==> src/rtl/ads_bus_pkg.sv <==
// ads_bus_pkg
//   Shared definitions for the ADS serial bus. The slave FSM state type,
//   the rw and status bit encodings, and small sizing helpers live here so
//   that the slave and the masters' bus models agree on them.
package ads_bus_pkg;

  typedef enum logic [2:0] {
    S_IDLE,
    S_RX_RW,
    S_RX_ADDR,
    S_RX_DATA,
    S_RESP,
    S_TX_START,
    S_TX_STATUS,
    S_TX_DATA
  } ads_slv_state_t;

  localparam logic RW_READ    = 1'b0;
  localparam logic RW_WRITE   = 1'b1;
  localparam logic STATUS_OK  = 1'b1;
  localparam logic STATUS_ERR = 1'b0;

  function automatic int max_int(input int a, input int b);
    return (a > b) ? a : b;
  endfunction

  // Counter width able to index n bits; never narrower than one bit.
  function automatic int cnt_width(input int n);
    return (n > 1) ? $clog2(n) : 1;
  endfunction

endpackage

==> src/rtl/ads_slv_regfile.sv <==
// ads_slv_regfile
//   DEPTH x DATA_W register array backing the ADS memory slave.
//   All words clear on asynchronous reset. One synchronous write port and
//   one combinational read port share the same address; in_range flags
//   whether that address maps to an implemented word.
// Ports
//   clk      in   1       clock, rising edge
//   rst      in   1       asynchronous active-high reset, clears all words
//   we       in   1       write enable (ignored when the address is out of range)
//   addr     in   ADDR_W  word address for both read and write
//   din      in   DATA_W  write data
//   dout     out  DATA_W  read data (0 when out of range)
//   in_range out  1       addr < DEPTH
module ads_slv_regfile #(
  parameter int DATA_W = 8,
  parameter int ADDR_W = 4,
  parameter int DEPTH  = 12
) (
  input  logic              clk,
  input  logic              rst,
  input  logic              we,
  input  logic [ADDR_W-1:0] addr,
  input  logic [DATA_W-1:0] din,
  output logic [DATA_W-1:0] dout,
  output logic              in_range
);

  logic [DATA_W-1:0] mem [DEPTH];

  // One extra bit so DEPTH == 2**ADDR_W still compares correctly.
  assign in_range = ({1'b0, addr} < (ADDR_W + 1)'(DEPTH));

  always_ff @(posedge clk or posedge rst) begin
    if (rst) begin
      for (int i = 0; i < DEPTH; i++) begin
        mem[i] <= '0;
      end
    end else if (we && in_range) begin
      mem[addr] <= din;
    end
  end

  assign dout = in_range ? mem[addr] : '0;

endmodule

==> src/rtl/ads_mem_slave.sv <==
// ads_mem_slave
//   Memory-backed responder on the ADS serial bus. A request frame arrives
//   bit-serially on rx (start, rw, address LSB first, write data LSB first),
//   is executed against ads_slv_regfile, and a response frame (start,
//   status, read data LSB first for successful reads) is sent on tx.
//   busy holds the response and the write commit while the FSM sits in RESP.
// Ports
//   clk     in   1       clock, rising edge
//   rst     in   1       asynchronous active-high reset
//   rx      in   1       serial request, idle low
//   tx      out  1       serial response, idle low
//   busy    in   1       defer response and write commit
//   wdata   out  DATA_W  last committed write word
//   wvalid  out  1       one-cycle pulse on each write commit
module ads_mem_slave
  import ads_bus_pkg::*;
#(
  parameter int DATA_W = 8,
  parameter int ADDR_W = 4,
  parameter int DEPTH  = 12
) (
  input  logic              clk,
  input  logic              rst,
  input  logic              rx,
  output logic              tx,
  input  logic              busy,
  output logic [DATA_W-1:0] wdata,
  output logic              wvalid
);

  localparam int CNT_W = cnt_width(max_int(ADDR_W, DATA_W));
  localparam logic [CNT_W-1:0] ADDR_LAST = CNT_W'(ADDR_W - 1);
  localparam logic [CNT_W-1:0] DATA_LAST = CNT_W'(DATA_W - 1);

  ads_slv_state_t    state;
  ads_slv_state_t    state_nxt;
  logic [CNT_W-1:0]  cnt;
  logic              rw;
  logic [ADDR_W-1:0] addr_sr;
  logic [DATA_W-1:0] data_sr;
  logic [DATA_W-1:0] rdata;
  logic              in_range;
  logic              commit;

  ads_slv_regfile #(
    .DATA_W (DATA_W),
    .ADDR_W (ADDR_W),
    .DEPTH  (DEPTH)
  ) u_regfile (
    .clk      (clk),
    .rst      (rst),
    .we       (commit),
    .addr     (addr_sr),
    .din      (data_sr),
    .dout     (rdata),
    .in_range (in_range)
  );

  // Control state: FSM, bit counter, rw flag and the write-commit outputs.
  // The counter restarts on every state change, so each shifting state
  // sees it count from zero.
  always_ff @(posedge clk or posedge rst) begin
    if (rst) begin
      state  <= S_IDLE;
      cnt    <= '0;
      rw     <= RW_READ;
      wvalid <= 1'b0;
      wdata  <= '0;
    end else begin
      state  <= state_nxt;
      cnt    <= (state_nxt != state) ? '0 : cnt + CNT_W'(1);
      if (state == S_RX_RW) begin
        rw <= rx;
      end
      wvalid <= commit;
      if (commit) begin
        wdata <= data_sr;
      end
    end
  end

  // Shift registers. Both are fully reloaded by every frame, so they need
  // no reset. data_sr carries the received write word and, after the
  // status bit, the word being read back.
  always_ff @(posedge clk) begin
    case (state)
      S_RX_ADDR:   addr_sr <= {rx, addr_sr[ADDR_W-1:1]};
      S_RX_DATA:   data_sr <= {rx, data_sr[DATA_W-1:1]};
      S_TX_STATUS: data_sr <= rdata;
      S_TX_DATA:   data_sr <= {1'b0, data_sr[DATA_W-1:1]};
      default:     ;
    endcase
  end

  always_comb begin
    state_nxt = state;
    tx        = 1'b0;
    commit    = 1'b0;
    case (state)
      S_IDLE: begin
        if (rx) state_nxt = S_RX_RW;
      end
      S_RX_RW: begin
        state_nxt = S_RX_ADDR;
      end
      S_RX_ADDR: begin
        if (cnt == ADDR_LAST) begin
          state_nxt = (rw == RW_WRITE) ? S_RX_DATA : S_RESP;
        end
      end
      S_RX_DATA: begin
        if (cnt == DATA_LAST) state_nxt = S_RESP;
      end
      S_RESP: begin
        if (!busy) begin
          commit    = (rw == RW_WRITE) && in_range;
          state_nxt = S_TX_START;
        end
      end
      S_TX_START: begin
        tx        = 1'b1;
        state_nxt = S_TX_STATUS;
      end
      S_TX_STATUS: begin
        tx        = in_range ? STATUS_OK : STATUS_ERR;
        state_nxt = ((rw == RW_READ) && in_range) ? S_TX_DATA : S_IDLE;
      end
      S_TX_DATA: begin
        tx = data_sr[0];
        if (cnt == DATA_LAST) state_nxt = S_IDLE;
      end
      default: begin
        state_nxt = S_IDLE;
      end
    endcase
  end

endmodule
==> config.mk <==
export PLATFORM = sky130hd
export DESIGN_NAME = ads_mem_slave
export DESIGN_NICKNAME = d
export VERILOG_FILES = /design/src/rtl/ads_bus_pkg.sv /design/src/rtl/ads_slv_regfile.sv /design/src/rtl/ads_mem_slave.sv
export SDC_FILE = /design/constraint.sdc
export NUM_CORES = 1
export LEC_CHECK = 0
export CORE_MARGIN = 2
export CORE_UTILIZATION = 37
export DETAILED_ROUTE_END_ITERATION = 8
export DONT_BUFFER_PORTS = 1
export PLACE_DENSITY_LB_ADDON = 0.25
export SETUP_SLACK_MARGIN = 0.3
export SLEW_MARGIN = 20
export SYNTH_ARGS = -nofsm -noshare
export SYNTH_HDL_FRONTEND = slang
export SYNTH_SLANG_ARGS = --single-unit
==> constraint.sdc <==
create_clock -name clk -period 3.65 [get_ports clk]
set_input_delay 0.73 -clock clk [delete_from_list [all_inputs] [get_ports clk]]
set_output_delay 0.73 -clock clk [all_outputs]
set_load 0.1 [all_outputs]
==> Word level (Yosys, flattened, before mapping) <==
Index checks and enable logic that the tools add are counted.
{ "op_classes": {"add_sub_neg": 1, "n_lt_le_gt_ge": 3, "n_eq_ne": 10, "muxes": 21, "bitwise_logic": 2, "reduce_logical": 6} }
{ "ops": {"columns": ["operator", "count"], "rows": [
  ["96-bit bitwise mux", 1],
  ["8-bit binary-select mux with 4-bit select", 1],
  ["8-bit demux with 4-bit select", 1],
  ["8-bit two-way mux", 4],
  ["3-bit two-way mux", 8],
  ["3-bit one-hot mux with 8 select lines", 1],
  ["8-bit one-hot mux with 3 select lines", 1],
  ["3-bit == test, second input constant", 5],
  ["3-bit by 2-bit == test with 1-bit output, second input constant", 3],
  ["5-bit >= comparator, second input constant", 1],
  ["5-bit by 1-bit less-than comparator with 1-bit output, second input constant", 1],
  ["4-bit NOT with 5-bit output", 1],
  ["1-bit logical AND", 4],
  ["4-bit less-than comparator, second input constant", 1],
  ["3-bit by 1-bit adder with 3-bit output, second input constant", 1],
  ["3-bit by 1-bit == test with 1-bit output, second input constant", 1],
  ["3-bit zero test", 1],
  ["1-bit two-way mux", 3],
  ["3-bit inequality test", 1],
  ["1-bit one-hot mux with 3 select lines", 1],
  ["3-bit nonzero test", 1],
  ["1-bit NOT", 1]
]} }
{ "word_totals": {"reg_bits": 124, "input_bits": 4, "output_inout_bits": 10, "wordCells": 62} }

==> Depth between registers and ports, before layout <==
{ "logic_depth": {"ltp_word": 6, "depth_mapped": 7, "depth_no_buf": 6} }

==> Cells and area by module <==
Synthesis repeated with hierarchy kept, for this count alone.
{ "unflattened": {"hier_cells": 374, "hier_area_um2": 5813.1} }
{ "by_module_without_submodules": {"columns": ["mod", "n_inst", "cells_each", "area_each_um2", "seq_area_each_um2"], "rows": [
  ["ads_slv_regfile", 1, 281, 4504.3, 2402.3],
  ["ads_mem_slave", 1, 93, 1308.8, 760.7]
]} }

==> Worst setup path before layout <==
No wires, ideal clock.
{ "synth_path": {"kind": "register -> output", "from": "register state[0]", "to": "output port tx", "arrival_time_ns": 2.383, "required_ns": 2.920, "slack_ns": 0.537, "path_stages_with_launch": 5, "n_path_buf": 2, "cell_sequence": "dfrtp_1 -> clkbuf_2 -> buf_1 -> o21ai_0 -> a21oi_1"} }
{ "synth_between": {"elab_chain_len": 2, "word_cells_on_any_way": 4, "classes_between": "eq/ne (3); mux (1)"} }
{ "synth_rtl": {"columns": ["item", "line", "text"], "rows": [
  ["start: declaration", "ads_mem_slave.sv:35", "ads_slv_state_t state;"],
  ["start signal: assignment", "ads_mem_slave.sv:70", "state <= state_nxt;"],
  ["3-bit == test", "ads_mem_slave.sv:99", "case (state)"],
  ["1-bit one-hot mux with 3 select lines (*)", "ads_mem_slave.sv:99", null],
  ["end: declaration", "ads_mem_slave.sv:25", "output logic tx,"]
]} }
Every way passes the cells marked *; elsewhere a longest branch is shown, timed or not.

==> Worst setup path in the final report <==
{ "layout_path": {"from": "register state[1]", "to": "output port tx"} }
Same word-level chain as after synthesis.

==> results.md <==
* Outcome: complete, no violations
* Starting Density at 0.3785
* Max_slew headroom at 0.3790
* Final setup margin at approximately 1100 ps
* Clock-pin slew on the worst setup and hold paths at about 60 ps
* # hold bufs at CTS at 0
* Yosys warns at 0
* DP Area at 0.005927 mm2
* Final wirelength at 12.90 mm
* Routability Congestion at 0.7144
* CTS Buf Count at 17
* R2R cell count at 3
* Initial DRC Count at 193
* Mean Syn Cell Area at between 15 and 20 um2
* Worst-case clock buffer depth at 2
* Reg2reg start: addr_sr[1]
* Synth top area share at 0.4889
* DIE HEIGHT at 128.5 um
* CP Capture Type: output port
* Fin crit share at 0.7100
* Clock Power Share at 0.324
* Area grow syn2layout at 13.60%
* DRC viols at 0
* FP Rows at 45
* Sequential power share at 0.473
* Max-Cap Viols at 0
* Via count at 3,271
* PortBufs at 0
* Peak supply drop at between 0.3 and 0.4 mV
* Tot GR Track Use at 0.1719
* Most frequent cells in the layout: dfrtp_1 (112), mux2_2 (107), mux4_2 (22)
* Power Internal at 3.325 mW
* Die width at between 100 and 150 um
* Final hold slack at 363.1 ps
* Final setup violation count at 0
* Dominant cell type by area after synthesis: dfrtp_1
* Vias per std cell at 5.620
* Req. time, crit path at 2920 ps
* First-pass iteration count of the detailed router at 4
* Commonest non-fill, non-tap cell in the layout: dfrtp_1
* Main flop type after synthesis: dfrtp_1
* Initial antenna violation count at 0
* Crit start category: flop
* RSZ-0062 raised after global routing: false
* Switch share at 0.3461
* EDFF count, synth at 12
* Syn_nets at between 300 and 400
* Largest net degree at the start of global routing at 41
* Fmax at between 300 and 400 MHz
* Total gr overflow at 0
* Fraction of layout cells with a size suffix above 1 at 0.4569
* CTS resizes at 0
* CTS tree: yes
* WL/cell at 22.16 um
* Post-Synthesis Cells at 380
* Async set-reset flop share out of synthesis at 0.9032
* Post-CTS Setup Repair Bufs at 0
* Setup slack after placement at between 1000 and 1500 ps
* Psw at 1.760 mW
* Core Footprint at between 0.015 and 0.02 mm2
* Fin Setup TNS at 0 ps
* Diodes inserted at 0
* First-pass GRT wire length at between 20 and 25 mm
* #FFs+latches synth at between 100 and 150
* Slew Viols, Final at 0
* Gate power share at 0.203
* Worst-path cell with the longest stage delay: dfrtp_1
* Crit Path Max Fanout at 14
* Crit-path max cell delay at 640 ps
* CTS Sinks at 124
* Post-layout min period at roughly 2600 ps
* Power per cell area at about 780 mW/mm2
* HP Class: in -> async
* CTS root buf: clkbuf_16
* Mapped Area at 0.005733 mm2
* Crit-path cells: inv_1 > o21ai_0 > a21oi_2 > buf_4
* Slew @ Worst Pin at 928.1 ps
* Post-route cell area at between 0.006 and 0.007 mm2
* Worst Setup SP: state[1]
* Crit path kind: reg -> out
* ANT nets after route at 0
* Clock Latency Late Sink at 420 ps
* Fin. Hold Viols at 0
* Layout Nets at between 300 and 400
* Worst Path Arrival at approximately 1900 ps
* Synth top area cells: dfrtp_1 (49%), mux2_2 (21%), mux4_2 (8.6%), edfxtp_1 (6.3%), mux2i_1 (1.6%)
* Vias in the first global route at 3,464
* Detailed placement HPWL at 7.992 mm
* Worst clock skew at 8.710 ps
* Top-Level Pins at 14
* Static leakage at around 3.1 nW
* H-tree depth at 4
* Pwr Total at 5.085 mW
* Register area share after synthesis at 0.5517
* Full die area at 0.01651 mm2
* Netlist cell types at 46
[worst paths after layout]
check | to | slack [ps]
setup / recovery | tx | 1060
hold / removal | wvalid | 360
setup reg to reg | u_regfile.mem[85] | 1280
hold reg to reg | cnt[0] | 440
max in group asynchronous | u_regfile.mem[66] | 2490
min in group clk | addr_sr[3] | 400
[power groups by stage]
stage	Combinational (mW)	Sequential, mW	Clock, mW
floorplan	1.02	2.13	0
finish	1.03	2.40	1.65
global placement	1.01	2.41	0
detailed placement	1.04	2.43	0
CTS	1.04	2.41	1.68
global route	1.13	2.47	1.75
[metrics by stage]
step                utilization  std cells
floorplan                     -        380
global placement         0.3913        550
detailed placement       0.3913        550
CTS                      0.4300        582
global route             0.4300        582
finish                   0.4300        582
[cell families after synthesis]
| logic type | Yosys count | share of synthesized area |
|---|---|---|
| AO/OA/AOI/OAI | 27 | 0.03536 |
| adder cells (fa/ha/maj) | 3 | 0.006548 |
| buffers and inverters | 33 | 0.02641 |
| flip-flops | 124 | 0.5517 |
| multiplexers | 138 | 0.3123 |
| AND/OR/NAND/NOR | 55 | 0.06766 |
[sequential cells by signal, indices dropped and copies added (netlist names)]
signal / flops
u_regfile.mem: 96
wvalid: 1
addr_sr: 4
rw: 1
state: 3
cnt: 3
data_sr: 8
wdata: 8
[worst max-delay path: cells and delay by family (launching register included)]
family,cells,cell delay (ps)
flip-flops,1,640
buffers and inverters,2,460
AO/OA/AOI/OAI,2,340
[layout make-up]
| type | count | area (um2) |
|---|---|---|
| Clock buffer | 26 | 530.5 |
| Multi-Input combinational cell | 223 | 2422 |
| Timing Repair Buffer | 9 | 80.08 |
| Inverter | 6 | 26.28 |
| Tap cell | 188 | 235.2 |
| Clock inverter | 6 | 55.05 |
| Sequential cell | 124 | 3163 |
| Fill cell | 1334 | 8633 |
[routing by layer]
metal,track usage,vias up,share of wire
li1,-,1442,-
met1,0.2235,1738,0.45
met2,0.2631,61,0.48
met3,0.04948,30,0.038
met4,0.08856,0,0.035
met5,0,-,0
[cell usage after synthesis (2+ instances only)]
master	count
mux4_2	22
nand3b_2	2
clkbuf_2	2
o21ai_0	4
mux2_2	107
nor3b_4	3
inv_1	6
buf_1	3
nand2_1	7
and3_1	2
buf_4	4
a21oi_1	3
dfrtp_1	112
edfxtp_1	12
ha_1	3
nand4_2	2
a31oi_1	3
nor2b_1	4
buf_2	8
a22oi_1	2
a221o_1	6
nand3_1	7
clkbuf_1	10
nor2_1	5
mux2i_1	9
nor3_1	12
Power figures use the tool's default switching activity.
